$ cat src/rtl/ifetch_prefetch_buf_pkg.sv
// Shared Y86 fetch definitions: prefetch FSM state encoding, the width of the
// instruction window presented to decode, and the instruction-memory word size.
package ifetch_prefetch_buf_pkg;

  typedef enum logic [1:0] {
    ST_IDLE = 2'd0,
    ST_WAIT = 2'd1,
    ST_ERR  = 2'd2
  } fetch_state_e;

  localparam int WIN_BYTES  = 10;  // longest Y86 instruction
  localparam int WORD_BYTES = 8;   // one memory read returns this many bytes

endpackage

$ cat src/rtl/prefetch_byte_ring.sv
// Circular byte store for the prefetch buffer.
// Accepts up to one memory word per cycle and releases up to one instruction
// window per cycle. Pointers wrap modulo DEPTH, which must be a power of two.
// Ports:
//   clock, reset_n          clock and synchronous active-low reset
//   flush                   empty the ring (takes priority over push/pop)
//   push_en/push_data/len   append push_len (0..8) low bytes of push_data at tail
//   pop_en/pop_len          retire pop_len bytes from head
//   count                   bytes currently held
//   peek_bytes              first WIN_BYTES bytes from head, zero past count
module prefetch_byte_ring
  import ifetch_prefetch_buf_pkg::*;
#(
  parameter int DEPTH = 16
) (
  input  logic                     clock,
  input  logic                     reset_n,
  input  logic                     flush,
  input  logic                     push_en,
  input  logic [63:0]              push_data,
  input  logic [3:0]               push_len,
  input  logic                     pop_en,
  input  logic [3:0]               pop_len,
  output logic [$clog2(DEPTH):0]   count,
  output logic [8*WIN_BYTES-1:0]   peek_bytes
);

  localparam int AW = $clog2(DEPTH);
  localparam int CW = AW + 1;

  logic [7:0]    store [DEPTH];
  logic [AW-1:0] head;
  logic [AW-1:0] tail;
  logic [CW-1:0] push_amt;
  logic [CW-1:0] pop_amt;

  always_comb begin
    push_amt = push_en ? CW'(push_len) : '0;
    pop_amt  = pop_en  ? CW'(pop_len)  : '0;
  end

  always_ff @(posedge clock) begin
    if (!reset_n) begin
      head  <= '0;
      tail  <= '0;
      count <= '0;
    end else if (flush) begin
      head  <= '0;
      tail  <= '0;
      count <= '0;
    end else begin
      tail  <= tail + AW'(push_amt);
      head  <= head + AW'(pop_amt);
      count <= count + push_amt - pop_amt;
    end
  end

  // Storage carries no reset: bytes outside [head, head+count) are never shown.
  always_ff @(posedge clock) begin
    if (push_en && !flush) begin
      for (int i = 0; i < WORD_BYTES; i++) begin
        if (4'(i) < push_len) store[tail + AW'(i)] <= push_data[8*i +: 8];
      end
    end
  end

  always_comb begin
    peek_bytes = '0;
    for (int i = 0; i < WIN_BYTES; i++) begin
      if (count > CW'(i)) peek_bytes[8*i +: 8] = store[head + AW'(i)];
    end
  end

endmodule

$ cat src/rtl/ifetch_prefetch_buf.sv
// Y86 instruction prefetch buffer: keeps a byte ring topped up from
// instruction memory one 8-byte word at a time and presents the next
// WIN_BYTES bytes to the fetch stage with zero latency.
// Ports:
//   clock, reset_n            clock and synchronous active-low reset
//   redirect, redirect_pc     flush and restart fetching at a byte address
//   mem_req, mem_addr         word read request (held stable until mem_ack)
//   mem_ack, mem_rdata, mem_err  response; mem_err marks the word invalid
//   win_bytes/valid/pc        instruction window and its byte address
//   consume, consume_len      bytes retired by the fetch stage this cycle
//   adr_err                   sticky memory-error flag, cleared by redirect
//
// state   | meaning
// --------+--------------------------------------------------------------
// ST_IDLE | no request; issue one when >= 8 bytes free
// ST_WAIT | mem_req high at req_addr, waiting for mem_ack
// ST_ERR  | memory error seen; fetching stopped until redirect
module ifetch_prefetch_buf
  import ifetch_prefetch_buf_pkg::*;
#(
  parameter int DEPTH_BYTES = 16
) (
  input  logic                   clock,
  input  logic                   reset_n,
  input  logic                   redirect,
  input  logic [63:0]            redirect_pc,
  output logic                   mem_req,
  output logic [63:0]            mem_addr,
  input  logic                   mem_ack,
  input  logic [63:0]            mem_rdata,
  input  logic                   mem_err,
  output logic [8*WIN_BYTES-1:0] win_bytes,
  output logic [3:0]             win_valid,
  output logic [63:0]            win_pc,
  input  logic                   consume,
  input  logic [3:0]             consume_len,
  output logic                   adr_err
);

  localparam int CW = $clog2(DEPTH_BYTES) + 1;

  fetch_state_e  state, state_nxt;
  logic [63:0]   fetch_addr;
  logic [63:0]   req_addr;
  logic [2:0]    skip;
  logic          drop;
  logic [CW-1:0] count;
  logic          space_ok;
  logic          consume_ok;
  logic          flush;
  logic          push_en;
  logic          pop_en;
  logic [63:0]   push_data;
  logic [3:0]    push_len;

  assign space_ok  = count <= CW'(DEPTH_BYTES - WORD_BYTES);
  assign win_valid = (count > CW'(WIN_BYTES)) ? 4'(WIN_BYTES) : count[3:0];
  assign mem_req   = (state == ST_WAIT);
  assign mem_addr  = req_addr;

  // The first word after a redirect starts mid-word; shift off the skipped bytes.
  assign push_data = mem_rdata >> {skip, 3'b000};
  assign push_len  = 4'(WORD_BYTES) - {1'b0, skip};

  always_comb begin
    state_nxt  = state;
    push_en    = 1'b0;
    pop_en     = 1'b0;
    flush      = 1'b0;
    consume_ok = consume && (consume_len != 4'd0) && (consume_len <= win_valid);
    case (state)
      ST_IDLE: if (!redirect && !adr_err && space_ok) state_nxt = ST_WAIT;
      ST_WAIT: begin
        if (mem_ack) begin
          if (redirect || drop) begin
            state_nxt = ST_IDLE;
          end else if (mem_err) begin
            state_nxt = ST_ERR;
          end else begin
            state_nxt = ST_IDLE;
            push_en   = 1'b1;
          end
        end
      end
      ST_ERR:  if (redirect) state_nxt = ST_IDLE;
      default: state_nxt = ST_IDLE;
    endcase
    if (redirect) flush  = 1'b1;
    else          pop_en = consume_ok;
  end

  always_ff @(posedge clock) begin
    if (!reset_n) begin
      state      <= ST_IDLE;
      fetch_addr <= '0;
      req_addr   <= '0;
      skip       <= '0;
      drop       <= 1'b0;
      adr_err    <= 1'b0;
      win_pc     <= '0;
    end else begin
      state <= state_nxt;
      if (redirect) begin
        win_pc     <= redirect_pc;
        fetch_addr <= {redirect_pc[63:3], 3'b000};
        skip       <= redirect_pc[2:0];
        adr_err    <= 1'b0;
        // A request still in flight must have its response discarded.
        drop       <= (state == ST_WAIT) && !mem_ack;
      end else begin
        if (pop_en) win_pc <= win_pc + 64'(consume_len);
        if (state == ST_IDLE && state_nxt == ST_WAIT) req_addr <= fetch_addr;
        if (state == ST_WAIT && mem_ack) begin
          drop <= 1'b0;
          if (!drop && mem_err) adr_err <= 1'b1;
          if (push_en) begin
            fetch_addr <= fetch_addr + 64'd8;
            skip       <= '0;
          end
        end
      end
    end
  end

  prefetch_byte_ring #(.DEPTH(DEPTH_BYTES)) u_ring (
    .clock      (clock),
    .reset_n    (reset_n),
    .flush      (flush),
    .push_en    (push_en),
    .push_data  (push_data),
    .push_len   (push_len),
    .pop_en     (pop_en),
    .pop_len    (consume_len),
    .count      (count),
    .peek_bytes (win_bytes)
  );

endmodule

$ cat config.mk
export PLATFORM = sky130hd
export DESIGN_NAME = ifetch_prefetch_buf
export DESIGN_NICKNAME = d
export VERILOG_FILES = /design/src/rtl/ifetch_prefetch_buf_pkg.sv /design/src/rtl/prefetch_byte_ring.sv /design/src/rtl/ifetch_prefetch_buf.sv
export SDC_FILE = /design/constraint.sdc
export NUM_CORES = 2
export LEC_CHECK = 0
export BUFFER_PORTS_ARGS = -buffer_cell sky130_fd_sc_hd__buf_2
export CORE_ASPECT_RATIO = 1.75
export CORE_UTILIZATION = 40
export DETAILED_ROUTE_END_ITERATION = 7
export SYNTH_ARGS = -nofsm -noshare
export SYNTH_HDL_FRONTEND = slang
export SYNTH_SLANG_ARGS = --single-unit
$ cat constraint.sdc
create_clock -name clock -period 4.7 [get_ports clock]
set_clock_uncertainty 0.05 [all_clocks]
set_input_delay 0.705 -clock clock [delete_from_list [all_inputs] [get_ports clock]]
set_output_delay 0.705 -clock clock [all_outputs]
set_load 0.02 [all_outputs]
# --- After elaboration in Yosys (flattened, before gate mapping) ---
# Memory sizes are Yosys's and may differ from the RTL's. A register that Yosys moved wholly into a read port is not among the register bits.
# Index checks and enable logic that the tools add are counted.
# Widths: inputs -> output; s select.
totals:
  register_bits: 212
  latchBits: 0
  mem_bits_rw: 128
  romBits: 0
  output_inout_bits: 214
  mem_count: 1
mem_list:
  columns: ["name", "depth", "word_bits", "read_ports", "rd_clocked_by_memory_dff", "wr", "line_no", "rtl"]
  rows:
  - ["u_ring.store", 16, 8, 10, 1, 8, "prefetch_byte_ring.sv:31", "logic [7:0] store [DEPTH];"]
classes:
  n_addsub: 23
  multipliers: 0
  n_div: 0
  n_lt_le_gt_ge: 21
  n_eq_ne: 3
  n_shift: 1
  n_mux: 60
  bitwise_logic: 2
  n_reduce_logical: 26
ops:
  columns: ["operator", "n"]
  rows:
  - ["$mux 64", 5]
  - ["$mux 8", 10]
  - ["$add 64x4->64", 1]
  - ["$add 64x4->64 const B", 1]
  - ["$shr 64x6->64", 1]
  - ["$add 4x3->4 const B", 8]
  - ["$mux 1", 32]
  - ["$gt 5x3->1 const B", 4]
  - ["$add 4x2->4 const B", 4]
  - ["$lt 3x4->1 const A", 4]
  - ["$mux 4", 4]
  - ["$gt 5x4->1 const B", 3]
  - ["$gt 5x1->1 const B", 2]
  - ["$gt 5x2->1 const B", 2]
  - ["$mux 2", 5]
  - ["$logic_and 1x1->1", 9]
  - ["$mux 3", 3]
  - ["$add 4x1->4 const B", 2]
  - ["$add 4x4->4", 2]
  - ["$add 4x4->4 const B", 2]
  - ["$lt 1x4->1 const A", 2]
  - ["$lt 2x4->1 const A", 2]
  - ["$reduce_and 2->1", 4]
  - ["$pmux 2 s3", 1]
  - ["14 further kinds", 23]

# --- Longest topological paths before layout ---
logic_depth:
  word_depth: 8
  depth_mapped: 18

# --- Cells and area by module ---
# A second synthesis with hierarchy kept.
hier_totals:
  cells_unflattened: 3682
  area_unflattened_um2: 31759.2
by_module_without_submodules:
  columns: ["mod", "instances", "cells_each", "area_per_inst_um2", "seq_area_each_um2"]
  rows:
  - ["prefetch_byte_ring", 1, 2307, 20556.0, 4103.9]
  - ["ifetch_prefetch_buf", 1, 1375, 11203.2, 3863.7]

# --- Worst setup path before layout ---
# Ideal clock, no wire load.
synth_path:
  path_kind: "reg-to-output"
  startpoint: "register u_ring.head[0]"
  endpoint: "output port win_bytes[40]"
  arrival_ps: 3905
  path_slack_ps: 40
  path_stages_with_launch: 12
  n_path_buf: 6
  cell_sequence: "dfxtp_1 > clkbuf_1 > buf_2 > buf_1 > clkbuf_1 > inv_1 > ha_1 > buf_2 > buf_1 > mux4_2 > mux4_2 > nor2b_1"
synth_between:
  elab_chain_cells: 3
synth_rtl:
  columns: ["item", "line_no", "rtl"]
  rows:
  - ["from (decl)", "prefetch_byte_ring.sv:32", "logic [AW-1:0] head;"]
  - ["from (signal assigned)", "prefetch_byte_ring.sv:53", "head <= head + AW'(pop_amt);"]
  - ["$add 4x3->4", "prefetch_byte_ring.sv:70", "if (count > CW'(i)) peek_bytes[8*i +: 8] = store[head + AW'(i)];"]
  - ["$mem_v2 16x8", null, null]
  - ["$mux 8", "prefetch_byte_ring.sv:70", null]
  - ["to (decl)", "ifetch_prefetch_buf.sv:32", "output logic [8*WIN_BYTES-1:0] win_bytes,"]
# Every way passes these cells.

# --- Worst setup path in the final report ---
layout_path:
  startpoint: "register u_ring.head[1]"
  endpoint: "output port win_bytes[61]"
# The elaborated chain is that of the path after synthesis.

==> run metrics <==
status complete, but fails checks; failing checks DRC, capacitance limit, slew limit; Congestion Overflow GR 0; hold path cells 2; CTS max path bufs 3; Leakage between 0.01 and 0.015 uW; vias in the first global route 36.0k; Yosys cell types 103; Placed Cells 5089; flop-to-flop setup slack 210 ps; Finished Core Util 47.9%; Net count, final roughly 4.3k; Clock transition at path regs 70 ps; Hold WC Path Type input pin to register; Seq/Total Area, Yosys 25.4%; Clock Latency Late Sink 610 ps; top_reg_cell synth dfxtp_1; DR iter-0 viols 6071; routed length per placed instance 42.4 um; top-count cell post-synth nand2_1; routed via count 37.9k; initial antenna violation count 33; Post-Place Cell Area 35900 um2; HP Start mem_ack; Final Hold Fails 0; Worst Path Max Fanout 36; critical path launch point type register; global placement routability congestion approximately 1.2; IO Port Bufs 348; non-filler cells, final 5182; io pins 352; top post-synthesis cells by area mux4_2 (15%), dfxtp_1 (13%), edfxtp_1 (12%); Initial Util 40.5%; row cnt 135; Resize count post-CTS 0; chip width 214 um; pwr dens roughly 320 nW/um2; Critical Path Sink Type primary output; reg2reg path depth 11; DRT Wirelength between 200 and 250 mm; Rel. slew slack -6.52%; Die H between 300 and 400 um; Yosys top cell area share 14.6%; reg2reg start u_ring.tail[1]; final critical-path share of the clock period 96.6%; largest net degree at the start of global routing 135; setup_tns 0 ps; Critical Path RT 3940 ps; hpwl dp 163 mm; post-place setup slack 666 ps; Final Setup Violations 0; vias per cell 7.32; Post-synth EDFFs 128; H-tree Lvls 2; cts bufs inserted 35; Remaining DRCs 12; Ys Warns 0; layout cells sized above 1 26.1%; Final ANT Viol Nets 0; Root Buffer clkbuf_16; Min-Delay Endpoint drop; TritonRoute pass-1 iters 8; worst vdd ir 0.000272 V; RSZ-0062 raised after global routing false; Sink Count 334; RR Endpoint u_ring.store[9][5]; Fmax achieved 220 MHz; Syn Inst Count approximately 3.7k; register bit total from synthesis about 330; GRT Util Overall 55.2%; fin crit period 4540 ps; area grow syn2layout 18.4%; fin. max-slew vios 11; total of max-cap violations 2; Synth top cells by count nand2_1 (472), nor2_1 (279), a21oi_1 (261), o21ai_0 (222), clkbuf_1 (210); Async S/R FF share, synth 0%; first-pass GRT wire length just over 300 mm; Core Area 77500 um2; CP arrival 3780 ps; WS Path Type register to primary output; Final WS setup between 150 and 200 ps; hold buffer count at CTS 0; fin area 37200 um2; Synth Area per Inst between 8 and 9 um2; Post-CTS Setup Inserts 0; synthesized area 31400 um2; TritonCTS clock tree yes; Yosys top cell by area mux4_2; die area 79700 um2; Least-Margin Pin Slew 1590 ps
## worst max-delay path: stages, from the launching register on
cell and delay (ps):
dfxtp_2 330, inv_1 180, ha_4 560, buf_12 290
mux4_2 350, a211oi_1 110, a211oi_1 1010, buf_2 330
## sequential cells by signal, indices dropped and copies added, names as in the netlist
| signal | cells |
|---|---|
| fetch_addr | 61 |
| adr_err | 1 |
| u_ring.store | 128 |
| state | 2 |
| mem_addr | 61 |
| u_ring.count | 5 |
| skip | 3 |
| drop | 1 |
| u_ring.tail | 4 |
| win_pc | 64 |
| u_ring.head | 4 |
## area by class of cell
type / instances / area [um2]
fillers: 7597 / 40400
repair buffers: 676 / 4390
multi-input cells: 2993 / 22000
diodes: 31 / 77.6
inverters: 59 / 224
clock inverters: 18 / 209
well taps: 1027 / 1280
clock buffers: 44 / 981
flip-flops and latches: 334 / 7980
## worst max path at each step
stage	from	to	slack [ps]
floorplan	u_ring.head[0]	win_bytes[40]	40
global placement	u_ring.count[2]	u_ring.count[4]	700
detailed placement	u_ring.count[2]	u_ring.count[4]	670
CTS	u_ring.head[1]	win_bytes[79]	410
global route	u_ring.head[0]	win_bytes[61]	120
finish	u_ring.head[1]	win_bytes[61]	160
## metal layers
metal	vias to the layer above	wire length (um)	global-route usage [%]
met5	-	262	2.68
met4	14	30900	59.9
met3	1480	29000	27.6
met2	3417	93400	80.5
met1	18100	66100	53.3
li1	14900	-	-
## cell usage in the layout, fill, tap and decap left out, drive strengths merged, types with 22 or more instances in the layout
cell,synthesis,final
mux2,42,42
nand3,108,108
clkbuf,210,44
nand2,473,473
a21oi,262,262
mux2i,130,130
a211oi,56,56
edfxtp,128,128
and3,27,27
o211ai,92,92
nand4,38,38
inv,59,64
a221oi,26,26
xnor2,67,67
o22ai,118,118
a22oi,38,38
o21ai,240,240
mux4,203,203
ha,35,35
xor2,72,72
o221ai,65,65
diode,0,31
and2,52,52
dfxtp,206,206
buf,101,676
a21boi,74,74
nor2,286,286
nor3,96,96
nor2b,104,104
or3,22,22
## cell families (layout without fill, tap and decap cells)
logic type	Yosys count	in the layout	synth area share [%]
mux	375	375	20.2
simple gates	1307	1307	20.1
buf+inv	370	797	4.93
fa+ha+maj	42	42	1.84
xor+xnor	139	139	3.94
flops	334	334	25.4
other cells	1	34	0.0119
compound gates	1127	1127	23.6
## metrics by stage
step | hold slack, ps | total power [uW]
6_report | 308 | 11700
5_1_grt | 336 | 11900
4_1_cts | 289 | 11300
3_5_place_dp | 404 | 8350
3_3_place_gp | 399 | 8350
2_1_floorplan | 404 | 5980
## power breakdown
part	total (uW)	internal [uW]	leakage [uW]	switching, uW
Combinational	5320	1520	0.0103	3790
Clock	3040	1670	0.000579	1370
Sequential	3360	3190	0.00285	171
Total	11700	6380	0.0138	5330
Note: power is estimated with default switching activity, not from simulation.
